$ cat config.mk
export PLATFORM = sky130hd
export DESIGN_NAME = fetch_unit
export DESIGN_NICKNAME = d
export VERILOG_FILES = /design/src/rtl/fetch_unit.sv
export SDC_FILE = /design/constraint.sdc
export NUM_CORES = 1
export LEC_CHECK = 0
export CORE_MARGIN = 2
export CORE_UTILIZATION = 40
export CTS_BUF_LIST = sky130_fd_sc_hd__clkbuf_16
export CTS_CLUSTER_SIZE = 16
export DETAILED_ROUTE_END_ITERATION = 6
export PLACE_DENSITY = 0.75
export SLEW_MARGIN = 20
export SYNTH_ARGS = -nofsm -noshare
export SYNTH_HDL_FRONTEND = slang
export SYNTH_SLANG_ARGS = --single-unit
$ cat constraint.sdc
create_clock -name Clk -period 4.6 [get_ports Clk]
set_input_delay 1.15 -clock Clk [delete_from_list [all_inputs] [get_ports Clk]]
set_output_delay 1.15 -clock Clk [all_outputs]
set_load 0.01 [all_outputs]
$ cat src/rtl/fetch_unit.sv
// fetch_unit: instruction fetch stage, held-request memory read into an IR
// Ports: Clk/Reset, PCout/PCin/PCWrite, mem_req/addr/ack/rdata, redirect, ir_*, fetch_err
module fetch_unit #(
  parameter int PC_INC   = 1,
  parameter int MAX_WAIT = 16
) (
  input  logic        Clk,
  input  logic        Reset,
  input  logic [15:0] PCout,
  output logic [15:0] PCin,
  output logic        PCWrite,
  output logic        mem_req,
  output logic [15:0] mem_addr,
  input  logic        mem_ack,
  input  logic [15:0] mem_rdata,
  input  logic        redirect,
  input  logic [15:0] redirect_target,
  output logic [15:0] ir_out,
  output logic [15:0] ir_pc,
  output logic        ir_valid,
  input  logic        ir_ready,
  output logic        fetch_err
);

  typedef enum logic [1:0] {
    IDLE,
    WAIT,
    HOLD,
    DRAIN
  } state_t;

  localparam logic [15:0] INC  = 16'(PC_INC);
  localparam logic [7:0]  MAXW = 8'(MAX_WAIT);

  state_t      state;
  logic [7:0]  wait_cnt;
  logic [7:0]  cnt_inc;
  logic [15:0] next_addr;
  logic        xfer;

  assign xfer      = ir_valid & ir_ready;
  assign next_addr = redirect ? redirect_target : PCout;
  assign cnt_inc   = (wait_cnt == 8'hFF) ? 8'hFF : wait_cnt + 8'd1;
  assign mem_req   = !Reset && (state == WAIT || state == DRAIN);

  // Redirect wins over the sequential increment.
  always_comb begin
    PCWrite = 1'b0;
    PCin    = mem_addr + INC;
    if (!Reset) begin
      if (redirect) begin
        PCWrite = 1'b1;
        PCin    = redirect_target;
      end else if (state == WAIT && mem_ack) begin
        PCWrite = 1'b1;
      end
    end
  end

  always_ff @(posedge Clk) begin
    if (Reset) begin
      state     <= IDLE;
      mem_addr  <= '0;
      ir_out    <= '0;
      ir_pc     <= '0;
      ir_valid  <= 1'b0;
      wait_cnt  <= '0;
      fetch_err <= 1'b0;
    end else begin
      unique case (state)
        IDLE: begin
          state    <= WAIT;
          mem_addr <= next_addr;
          wait_cnt <= '0;
        end
        WAIT: begin
          if (mem_ack) begin
            wait_cnt <= '0;
            if (redirect) begin
              // Returned word is stale; reissue at the target at once.
              mem_addr <= redirect_target;
            end else begin
              ir_out   <= mem_rdata;
              ir_pc    <= mem_addr;
              ir_valid <= 1'b1;
              state    <= HOLD;
            end
          end else begin
            wait_cnt <= cnt_inc;
            if (cnt_inc == MAXW) fetch_err <= 1'b1;
            // Outstanding read must finish before a new address goes out.
            if (redirect) state <= DRAIN;
          end
        end
        DRAIN: begin
          if (mem_ack) begin
            wait_cnt <= '0;
            state    <= WAIT;
            mem_addr <= next_addr;
          end else begin
            wait_cnt <= cnt_inc;
            if (cnt_inc == MAXW) fetch_err <= 1'b1;
          end
        end
        HOLD: begin
          if (redirect || xfer) begin
            ir_valid <= 1'b0;
            state    <= WAIT;
            mem_addr <= next_addr;
            wait_cnt <= '0;
          end
        end
        default: state <= IDLE;
      endcase
    end
  end

endmodule

==> metrics.cfg <==
[worst_setup_path]
path_delay_family=buffers and inverters
crit_chain=clkdlybuf4s50_1 -> inv_1 -> nor2_2 -> buf_4 -> nand2_1 -> o21ai_0 -> clkdlybuf4s50_1
crit_slowest_cell=clkdlybuf4s50_1
worstPathMaxFanout=28
worstPathRequired_ns=3.45
max_stage_delay_ns=0.58
path_buf_inv=4
end_kind=output port
worstPathArrival_ns=3.02
crit_top_cell=clkdlybuf4s50_1
path_class=in -> out
startpoint_type=input pin

[cells_and_area]
seqCellArea_sq_um=1200
multi_input_area_sq_um=1600
final_util_pct=62.8
nFillCells=641
final_cell_area_sq_um=4500
fin_nets=561
syn2layout_area_growth_pct=53.0
drive_gt1_share_pct=6.26
diodes=0

[grt]
grt_usage_pct=21.5
antenna_found_initial=0
grt_pass1_vias=2964
grt_max_degree=64
grt_overflow=0
grt_pass1_wl_microns=14200

[timing]
rsz0062_at_grt=no
fmax_mhz=240
finClkSkew_ns=0.00524
period_needed_ns=4.17
relSlewSlack_pct=40.9
worstMarginPinSlew_ns=0.885
drv_slew=0
whs_ns=0.454
fin_tns_setup_ns=0
setup_viol=0
finalCritPeriodShare_pct=90.6
hold_viol_final=0

[logic_synthesis]
synth_cell_types=39
synth.avg_cell_area_sq_um=7.40
synth_area_sq_um=2940
yosysWarnings=0
syn_nets=453
synthCells=398
ys_seq_elements=60
ys_seq_area_share_pct=40.8

[cts]
cts_num_sinks=60
ctsHoldBuffers=0
clock_latency_ns=0.33
post-cts-setup-buffers=0
tritoncts=done
cts-htree-levels=3
cts_max_path_buffers=2
path_clk_slew_ns=0.05
cts-resized-gates=0
cts_buffers=9
cts_root_buf=clkbuf_16

[outcome]
status=finished clean

[die]
start_util_pct=41.0
fp-row-count=31
core_region_area_sq_um=7180
die_h_microns=89.8
dieWidth_microns=89.8
pin_count=121
die_area_sq_um=8060

[routing]
routed_via_density=5.07
wl_per_cell_microns=14.0
drcViolationCount=0
final_antenna_net_count=0
firstDrtPassIters=4
drt_iter0_markers=159
wl_microns=8540
num_vias=3091

[placement]
portBuffers=120
gp_congestion=0.881
post-dp-hpwl_microns=5820
placed_area_sq_um=4170

[hold_path]
hold_class=reg -> reg

[job]
max_cap_violations=0

[power]
powerDensity_nw_per_um2=351
p_leak_nw=1.52
peakVddDrop_mv=0.192

layout make-up:
class	instances	share of cell area [%]
Multi-Input combinational cell	306	35.5
Inverter	3	0.250
Clock inverter	7	2.22
Sequential cell	60	26.7
Timing Repair Buffer	126	27.6
Clock buffer	9	5.00
Tap cell	99	2.75
sequential cells by signal, indices dropped and copies added, names as in the netlist:
name       count
fetch_err      1
ir_out        16
ir_pc         16
ir_valid       1
mem_addr      16
state          2
wait_cnt       8
cells in the mapped netlist (all sizes together):
cell,n,area [sq um]
inv,3,11.3
nand2b,2,12.5
o22ai,1,6.26
a21boi,1,7.51
o21ai,43,219
xor2,8,70.1
nand4b,1,8.76
nor3,5,25.0
ha,2,25.0
a21oi,46,230
nor2b,3,18.8
nand3b,1,7.51
a311oi,16,140
nand2,109,409
clkbuf,15,56.3
a41oi,1,8.76
and3,4,25.0
and2,1,6.26
buf,14,81.3
nand3,11,60.1
a22oi,1,7.51
and4,1,8.76
and2b,1,7.51
xnor2,7,61.3
dfxtp,60,1200
mux2,1,11.3
o32ai,1,16.3
nand4,3,18.8
a211oi,2,32.5
or4b,1,13.8
nor4b,1,8.76
nor2,32,128
through the flow:
stage                     total power [W]  worst slack [ns]  std cells
after global placement           0.000858             0.479        593
after floorplan                  0.000708              1.44        398
final                             0.00158             0.434        610
after detailed placement         0.000861             0.454        593
after global routing              0.00164             0.297        610
after CTS                         0.00158             0.435        609
path summary, 6_finish.rpt:
| kind | start | end | slack (ns) | cells after the start |
|---|---|---|---|---|
| hold / removal | ir_pc[6]$_SDFFE_PP0P_ | ir_pc[6]$_SDFFE_PP0P_ | 0.45 | 2 |
| setup reg to reg | state[0]$_SDFFE_PP0P_ | ir_pc[4]$_SDFFE_PP0P_ | 2.28 | 5 |
| setup / recovery | redirect | PCin[4] | 0.43 | 7 |
| hold reg to reg | ir_pc[6]$_SDFFE_PP0P_ | ir_pc[6]$_SDFFE_PP0P_ | 0.45 | 2 |
power by group:
group | internal, W | total, W | switching (W)
sequential | 0.000546 | 0.000580 | 0.0000342
clock | 0.000476 | 0.000724 | 0.000248
combinational | 0.000150 | 0.000274 | 0.000124
worst min-delay path, stage by stage, from the launching register on:
cell     delay (ns)
dfxtp_1        0.30
nand2_1        0.05
a21oi_1        0.05
logic make-up after synthesis:
| logic type | count (synthesis) | share of synthesized area, % |
|---|---|---|
| AO/OA/AOI/OAI | 112 | 22.7 |
| multiplexers | 1 | 0.382 |
| flip-flops | 60 | 40.8 |
| XOR/XNOR | 15 | 4.46 |
| adder cells (fa/ha/maj) | 2 | 0.850 |
| AND/OR/NAND/NOR | 176 | 25.8 |
| buffers and inverters | 32 | 5.06 |
metal layers:
metal / track usage, % / vias up / part of all wire [%]
met2: 34.5 / 106 / 46
met3: 6.54 / 14 / 6.7
li1: - / 1583 / -
met5: 0 / - / 0
met1: 27.0 / 1388 / 45
met4: 8.85 / 0 / 2.2
placed cells by master, fill, tap and decap left out, types with 4 or more instances in the layout:
cell             count
xnor2_1              7
o21ai_0             37
nand3_1             10
nor3_1               5
a21oi_1             46
o21ai_1              5
nand2_1            109
clkdlybuf4s50_1    119
nor2_1              30
a311oi_1            16
xor2_1               8
buf_4                5
clkbuf_16            9
and3_1               4
dfxtp_1             60
Power figures use the tool's default switching activity.
